===== src/rtl/mem_pkg.sv =====
// Shared definitions for the mem_master controller, its memory and its bench:
// FSM state encoding, command op encoding and default geometry.
package mem_pkg;

  // Default geometry: 16-entry address space, 9 implemented words.
  localparam int DEFAULT_ADDR_W = 4;
  localparam int DEFAULT_DATA_W = 4;
  localparam int DEFAULT_DEPTH  = 9;

  // Command op encoding carried on req_write.
  localparam logic OP_READ  = 1'b0;
  localparam logic OP_WRITE = 1'b1;

  // Controller sequencing states.
  typedef enum logic [2:0] {
    IDLE,
    WRITE,
    READ,
    RD_WAIT,
    RESP
  } state_e;

endpackage


===== src/rtl/mem_master_if.sv =====
// Request/response channels plus the memory strobe bus of mem_master.
// master: the controller's view. slave: the client + memory side.
interface mem_master_if
  import mem_pkg::*;
#(
  parameter int ADDR_W = DEFAULT_ADDR_W,
  parameter int DATA_W = DEFAULT_DATA_W
);

  // Request channel
  logic              req_valid;
  logic              req_ready;
  logic              req_write;
  logic [ADDR_W-1:0] req_addr;
  logic [DATA_W-1:0] req_wdata;

  // Response channel
  logic              resp_valid;
  logic              resp_ready;
  logic [DATA_W-1:0] resp_rdata;
  logic              resp_err;

  // Single-port synchronous memory
  logic              mem_cs;
  logic              mem_wr;
  logic              mem_rd;
  logic [ADDR_W-1:0] mem_addr;
  logic [DATA_W-1:0] mem_wdata;
  logic [DATA_W-1:0] mem_rdata;

  modport master (
    input  req_valid, req_write, req_addr, req_wdata, resp_ready, mem_rdata,
    output req_ready, resp_valid, resp_rdata, resp_err,
           mem_cs, mem_wr, mem_rd, mem_addr, mem_wdata
  );

  modport slave (
    output req_valid, req_write, req_addr, req_wdata, resp_ready, mem_rdata,
    input  req_ready, resp_valid, resp_rdata, resp_err,
           mem_cs, mem_wr, mem_rd, mem_addr, mem_wdata
  );

endinterface


===== src/rtl/mem_master.sv =====
// Initiator-side controller for the single-port synchronous memory.
// Takes one command at a time, sequences cs/wr/rd with the memory's
// registered-read timing and returns data/error on the response channel.
// Optional build macro MEM_MASTER_RDBACK_EN: every in-range write is read
// back and compared; a mismatch is reported on resp_err.
module mem_master
  import mem_pkg::*;
#(
  parameter int ADDR_W = DEFAULT_ADDR_W,
  parameter int DATA_W = DEFAULT_DATA_W,
  parameter int DEPTH  = DEFAULT_DEPTH
) (
  input  logic         clk,
  input  logic         rst_n,
  mem_master_if.master bus
);

  // DEPTH may equal 2**ADDR_W, so compare with one extra bit.
  localparam logic [ADDR_W:0] DEPTH_L = (ADDR_W + 1)'(DEPTH);

  state_e            state;
  logic [ADDR_W-1:0] cmd_addr;
  logic [DATA_W-1:0] cmd_wdata;
`ifdef MEM_MASTER_RDBACK_EN
  logic              cmd_write;
`endif

  // The captured command drives the memory address/data directly, so they
  // hold the last command while idle.
  assign bus.mem_addr  = cmd_addr;
  assign bus.mem_wdata = cmd_wdata;

  // Command FSM; every output is registered and set on the transition into
  // the state that owns it.
  // NOTE: sequential state uses non-blocking assignments so every register
  // samples pre-edge values regardless of statement order.
  always_ff @(posedge clk or negedge rst_n) begin
    if (!rst_n) begin
      state          <= IDLE;
      cmd_addr       <= '0;
      cmd_wdata      <= '0;
`ifdef MEM_MASTER_RDBACK_EN
      cmd_write      <= 1'b0;
`endif
      bus.req_ready  <= 1'b1;
      bus.resp_valid <= 1'b0;
      bus.resp_rdata <= '0;
      bus.resp_err   <= 1'b0;
      bus.mem_cs     <= 1'b0;
      bus.mem_wr     <= 1'b0;
      bus.mem_rd     <= 1'b0;
    end else begin
      case (state)
        IDLE: begin
          if (bus.req_valid) begin
            cmd_addr      <= bus.req_addr;
            cmd_wdata     <= bus.req_wdata;
`ifdef MEM_MASTER_RDBACK_EN
            cmd_write     <= bus.req_write;
`endif
            bus.req_ready <= 1'b0;
            if ({1'b0, bus.req_addr} >= DEPTH_L) begin
              // Out of range: answer immediately, never touch the memory.
              state          <= RESP;
              bus.resp_valid <= 1'b1;
              bus.resp_err   <= 1'b1;
              bus.resp_rdata <= '0;
            end else if (bus.req_write == OP_WRITE) begin
              state      <= WRITE;
              bus.mem_cs <= 1'b1;
              bus.mem_wr <= 1'b1;
            end else begin
              state      <= READ;
              bus.mem_cs <= 1'b1;
              bus.mem_rd <= 1'b1;
            end
          end
        end

        WRITE: begin
`ifdef MEM_MASTER_RDBACK_EN
          // Keep cs high and turn the write into a read of the same word.
          state      <= READ;
          bus.mem_wr <= 1'b0;
          bus.mem_rd <= 1'b1;
`else
          state          <= RESP;
          bus.mem_cs     <= 1'b0;
          bus.mem_wr     <= 1'b0;
          bus.resp_valid <= 1'b1;
          bus.resp_err   <= 1'b0;
          bus.resp_rdata <= '0;
`endif
        end

        READ: begin
          // Memory registers its output at this closing edge.
          state      <= RD_WAIT;
          bus.mem_cs <= 1'b0;
          bus.mem_rd <= 1'b0;
        end

        RD_WAIT: begin
          state          <= RESP;
          bus.resp_valid <= 1'b1;
          bus.resp_rdata <= bus.mem_rdata;
`ifdef MEM_MASTER_RDBACK_EN
          bus.resp_err   <= cmd_write && (bus.mem_rdata != cmd_wdata);
`else
          bus.resp_err   <= 1'b0;
`endif
        end

        RESP: begin
          // req_ready rises only after the handshake edge.
          if (bus.resp_ready) begin
            state          <= IDLE;
            bus.resp_valid <= 1'b0;
            bus.req_ready  <= 1'b1;
          end
        end

        default: begin
          state          <= IDLE;
          bus.req_ready  <= 1'b1;
          bus.resp_valid <= 1'b0;
          bus.mem_cs     <= 1'b0;
          bus.mem_wr     <= 1'b0;
          bus.mem_rd     <= 1'b0;
        end
      endcase
    end
  end

endmodule

===== src/flat_wrapper.sv =====
// flat-port wrapper written by rule: the top's interface ports become plain ports
module mem_master_flat import mem_pkg::*;
#(
  parameter int ADDR_W = DEFAULT_ADDR_W,
  parameter int DATA_W = DEFAULT_DATA_W,
  parameter int DEPTH  = DEFAULT_DEPTH
)
  (clk, rst_n, bus_req_valid, bus_req_write, bus_req_addr, bus_req_wdata, bus_resp_ready, bus_mem_rdata, bus_req_ready, bus_resp_valid, bus_resp_rdata, bus_resp_err, bus_mem_cs, bus_mem_wr, bus_mem_rd, bus_mem_addr, bus_mem_wdata);
  mem_master_if #(.ADDR_W(ADDR_W), .DATA_W(DATA_W)) bus_i ();
  input  logic clk;
  input  logic rst_n;
  input wire logic [$bits(bus_i.req_valid)-1:0] bus_req_valid;
  input wire logic [$bits(bus_i.req_write)-1:0] bus_req_write;
  input wire logic [$bits(bus_i.req_addr)-1:0] bus_req_addr;
  input wire logic [$bits(bus_i.req_wdata)-1:0] bus_req_wdata;
  input wire logic [$bits(bus_i.resp_ready)-1:0] bus_resp_ready;
  input wire logic [$bits(bus_i.mem_rdata)-1:0] bus_mem_rdata;
  output wire logic [$bits(bus_i.req_ready)-1:0] bus_req_ready;
  output wire logic [$bits(bus_i.resp_valid)-1:0] bus_resp_valid;
  output wire logic [$bits(bus_i.resp_rdata)-1:0] bus_resp_rdata;
  output wire logic [$bits(bus_i.resp_err)-1:0] bus_resp_err;
  output wire logic [$bits(bus_i.mem_cs)-1:0] bus_mem_cs;
  output wire logic [$bits(bus_i.mem_wr)-1:0] bus_mem_wr;
  output wire logic [$bits(bus_i.mem_rd)-1:0] bus_mem_rd;
  output wire logic [$bits(bus_i.mem_addr)-1:0] bus_mem_addr;
  output wire logic [$bits(bus_i.mem_wdata)-1:0] bus_mem_wdata;
  assign bus_i.req_valid = bus_req_valid;
  assign bus_i.req_write = bus_req_write;
  assign bus_i.req_addr = bus_req_addr;
  assign bus_i.req_wdata = bus_req_wdata;
  assign bus_i.resp_ready = bus_resp_ready;
  assign bus_i.mem_rdata = bus_mem_rdata;
  assign bus_req_ready = bus_i.req_ready;
  assign bus_resp_valid = bus_i.resp_valid;
  assign bus_resp_rdata = bus_i.resp_rdata;
  assign bus_resp_err = bus_i.resp_err;
  assign bus_mem_cs = bus_i.mem_cs;
  assign bus_mem_wr = bus_i.mem_wr;
  assign bus_mem_rd = bus_i.mem_rd;
  assign bus_mem_addr = bus_i.mem_addr;
  assign bus_mem_wdata = bus_i.mem_wdata;
  mem_master #(.ADDR_W(ADDR_W), .DATA_W(DATA_W), .DEPTH(DEPTH)) u_core (.clk(clk), .rst_n(rst_n), .bus(bus_i));
endmodule

===== config.mk =====
export PLATFORM = sky130hd
export DESIGN_NAME = mem_master_flat
export DESIGN_NICKNAME = d
export VERILOG_FILES = /design/src/rtl/mem_pkg.sv /design/src/rtl/mem_master_if.sv /design/src/rtl/mem_master.sv /design/src/flat_wrapper.sv
export SDC_FILE = /design/constraint.sdc
export NUM_CORES = 1
export LEC_CHECK = 0
export ABC_AREA = 1
export BUFFER_PORTS_ARGS = -buffer_cell sky130_fd_sc_hd__buf_2
export CORE_UTILIZATION = 35
export DETAILED_ROUTE_END_ITERATION = 12
export GPL_TIMING_DRIVEN = 0
export PLACE_DENSITY = 0.65
export SYNTH_ARGS = -nofsm -noshare
export SYNTH_HDL_FRONTEND = slang
export SYNTH_SLANG_ARGS = --single-unit

===== constraint.sdc =====
create_clock -name clk -period 2 [get_ports clk]
set_clock_uncertainty 0.15 [all_clocks]
set_input_delay 0.3 -clock clk [delete_from_list [all_inputs] [get_ports clk]]
set_output_delay 0.3 -clock clk [all_outputs]
set_load 0.01 [all_outputs]

==> flow_metrics.env <==
export IMPL_io_pins=35
export IMPL_pre_cts_ws_ns=0.544
export IMPL_finalSetupViolCount=0
export IMPL_grt_max_degree=22
export IMPL_io_buffers=34
export IMPL_start_kind="flop"
export IMPL_muxShareOfSynthArea=0
export IMPL_insertion_delay_ns=0.30
export IMPL_cts_root_buf="clkbuf_4"
export IMPL_worstPathRequired_ns=2.05
export IMPL_synth_cells=118
export IMPL_coreArea_um2=2570
export IMPL_worstSetupPathType="reg -> reg"
export IMPL_cts_buffer_depth=2
export IMPL_grt_pass1_wl_mm=3.31
export IMPL_drt_iter0_drc=6
export IMPL_ys_ff_latch=21
export IMPL_synth_cell_types=20
export IMPL_layout_min_cycle_time_ns=1.46
export IMPL_min_path_cells=3
export IMPL_gp_congestion=0.911
export IMPL_drt_met1_wl_um=883
export IMPL_multi_input_area_um2=405
export IMPL_leakage_nw=0.723
export IMPL_synth_compound_area_frac=0.0421
export IMPL_die_h_um=54.9
export IMPL_synth_most_common_cell="nand2_1"
export IMPL_fmax_mhz=686
export IMPL_synth_top_family_by_area="simple AND/OR/NAND/NOR gates"
export IMPL_yosysTopAreaCell="dfrtp_1"
export IMPL_synth_commonest_cells="nand2_1 (54), dfrtp_1 (20), nand3_1 (10)"
export IMPL_endpoint_kind="flop"
export IMPL_syn_num_nets=135
export IMPL_peakVddDrop_uv=843
export IMPL_rr_endpoint="u_core.bus.mem_addr[0]$_DFFE_PN0P_"
export IMPL_synth_warnings=0
export IMPL_cts_tree="done"
export IMPL_remaining_drc_errors=0
export IMPL_hold_viol=0
export IMPL_period_share=0.729
export IMPL_firstDrtPassIters=4
export IMPL_seqCellArea_um2=527
export IMPL_relSlewSlack=0.695
export IMPL_viasPerCell=4.65
export IMPL_r2r_start="u_core.state[1]$_DFFE_PN0P_"
export IMPL_power_density_nw_per_um2=1600
export IMPL_fillerInstances=262
export IMPL_synth_edff_count=0
export IMPL_crit_fanout=10
export IMPL_numCtsBuffers=3
export IMPL_dr_max_layer_used="met4"
export IMPL_grtUsageTotal=0.159
export IMPL_wl_met2_um=902
export IMPL_cts_sinks=21
export IMPL_netlist_area_um2=980
export IMPL_async_flop_share=1.00
export IMPL_hold_path_end="u_core.bus.mem_wdata[3]$_DFFE_PN0P_"
export IMPL_synth_simple_area_share=0.372
export IMPL_die_width_um=54.9
export IMPL_avgSynthCellArea_um2=8.30
export IMPL_worstHoldPathType="in -> reg"
export IMPL_reg2reg_depth=7
export IMPL_final_setup_worst_slack_ns=0.543
export IMPL_wl_met3_um=134
export IMPL_synth_main_ff_cell="dfrtp_1"
export IMPL_num_antenna_cells=0
export IMPL_path_clk_slew_ns=0.11
export IMPL_grt_pass1_vias=808
export IMPL_wl_per_cell_um=10.4
export IMPL_antenna_found_initial=0
export IMPL_row_count=18
export IMPL_tightest_slew_ns=0.458
export IMPL_nets=175
export IMPL_rsz0062_at_grt="no"
export IMPL_arrival_ns=1.50
export IMPL_grt_ovfl_total=0
export IMPL_drt_antenna_violating_nets=0
export IMPL_area_growth_pct=24.9
export IMPL_htree_num_levels=1
export IMPL_vias=870
export IMPL_final_setup_tns_ns=0
export IMPL_post_cts_buffers=0
export IMPL_synth_adder_area_share=0
export IMPL_drive_above_1_share=0.325
export IMPL_die_area_um2=3010
export IMPL_routed_wl_mm=1.95
export IMPL_drv_slew=0
export IMPL_synth_top_area_share=0.511
export IMPL_place_hpwl_mm=1.49
export IMPL_initial_core_util=0.382
export IMPL_hp_start="bus_req_wdata[3]"
export IMPL_synth_xor_area_frac=0
export IMPL_cap_viol_max_count=0
export IMPL_status="completed"
export IMPL_ys_seq_area_frac=0.538
export IMPL_rrSetupSlack_ns=0.54
export IMPL_netlist_top_cells_area="dfrtp_1 (51%), nand2_1 (21%), nand3_1 (5.1%), dfstp_2 (2.7%), inv_1 (2.3%)"
==> cell families after synthesis <==
group / count (synthesis)
AOI/OAI and AO/OA: 8
and+or+nand+nor: 78
buffers and inverters: 11
DFF: 21
==> state kept, by name, indices dropped and copies added (netlist names) <==
signal and cells:
u_core.bus.mem_rd 1, u_core.state 3, u_core.bus.resp_rdata 4, u_core.bus.mem_cs 1
u_core.bus.mem_wr 1, u_core.bus.req_ready 1, u_core.bus.mem_wdata 4, u_core.bus.resp_err 1
u_core.bus.mem_addr 4, u_core.bus.resp_valid 1
==> where the power goes <==
part	internal, mW	total (mW)	switching (mW)	leakage (nW)
clock	0.0779	0.204	0.126	0.0150
sequential	0.611	0.716	0.104	0.266
combinational	0.375	1.03	0.659	0.442
==> routing by layer <==
layer,up-vias,global-route usage
li1,447,-
met1,391,0.178
met2,28,0.275
met3,4,0.0628
met4,0,0.0500
met5,-,0
==> worst max path at each step <==
stage / endpoint / from
floorplan: u_core.bus.mem_rd$_DFFE_PN0P_ / u_core.state[1]$_DFFE_PN0P_
global placement: u_core.bus.mem_addr[0]$_DFFE_PN0P_ / u_core.state[1]$_DFFE_PN0P_
detailed placement: u_core.bus.mem_addr[0]$_DFFE_PN0P_ / u_core.state[1]$_DFFE_PN0P_
CTS: u_core.bus.mem_addr[0]$_DFFE_PN0P_ / u_core.state[1]$_DFFE_PN0P_
global route: u_core.bus.mem_rd$_DFFE_PN0P_ / u_core.state[1]$_DFFE_PN0P_
finish: u_core.bus.mem_addr[0]$_DFFE_PN0P_ / u_core.state[1]$_DFFE_PN0P_
==> through the flow <==
step / total power [mW] / cells / area, um^2 / util / hold WS, ns
floorplan: 1.47 / 118 / 980 / - / -0.146
global placement: 1.74 / 182 / 1190 / 0.462 / 0.128
detailed placement: 1.77 / 182 / 1190 / 0.462 / 0.132
CTS: 1.98 / 187 / 1220 / 0.477 / 0.0360
global route: 2.18 / 187 / 1220 / 0.477 / 0.0254
finish: 1.95 / 187 / 1220 / 0.477 / 0.0368
==> layout make-up <==
cell class              instances  share of cell area
flip-flops and latches         21               0.430
repair buffers                 35               0.147
clock buffers                   4              0.0215
inverters                      10              0.0327
well taps                      30              0.0307
multi-input cells              86               0.331
plain buffers                   1             0.00613
==> worst max-delay path: stages, from the launching register on <==
cell	delay, ns
dfrtp_1	0.38
buf_4	0.17
nor2_4	0.14
nand2_4	0.11
nor2_8	0.16
inv_2	0.11
nand2_1	0.06
o21ai_0	0.07
==> placed cells by master, fill, tap and decap left out <==
master,instances
dfstp_2,1
dfrtp_1,20
buf_2,34
nand3_1,10
nor2_2,1
o21ai_0,1
nand3_4,1
inv_1,6
nand3b_1,1
inv_4,1
inv_2,3
nand2_1,54
a21oi_1,3
nor2_8,1
clkbuf_1,1
a31oi_1,1
o21ai_1,3
nand2_2,3
nor2_1,5
clkbuf_4,3
nor2_4,1
buf_4,1
dlygate4sd3_1,1
nand2_4,1
==> repair_timing <==
| action | CTS | global route |
|---|---|---|
| resized for setup | 0 | 0 |
| hold buffers | 1 | 0 |
| endpoints found under the setup margin | 0 | 0 |
| endpoints found under the hold margin | 20 | 0 |
Note: power is estimated with default switching activity, not from simulation.
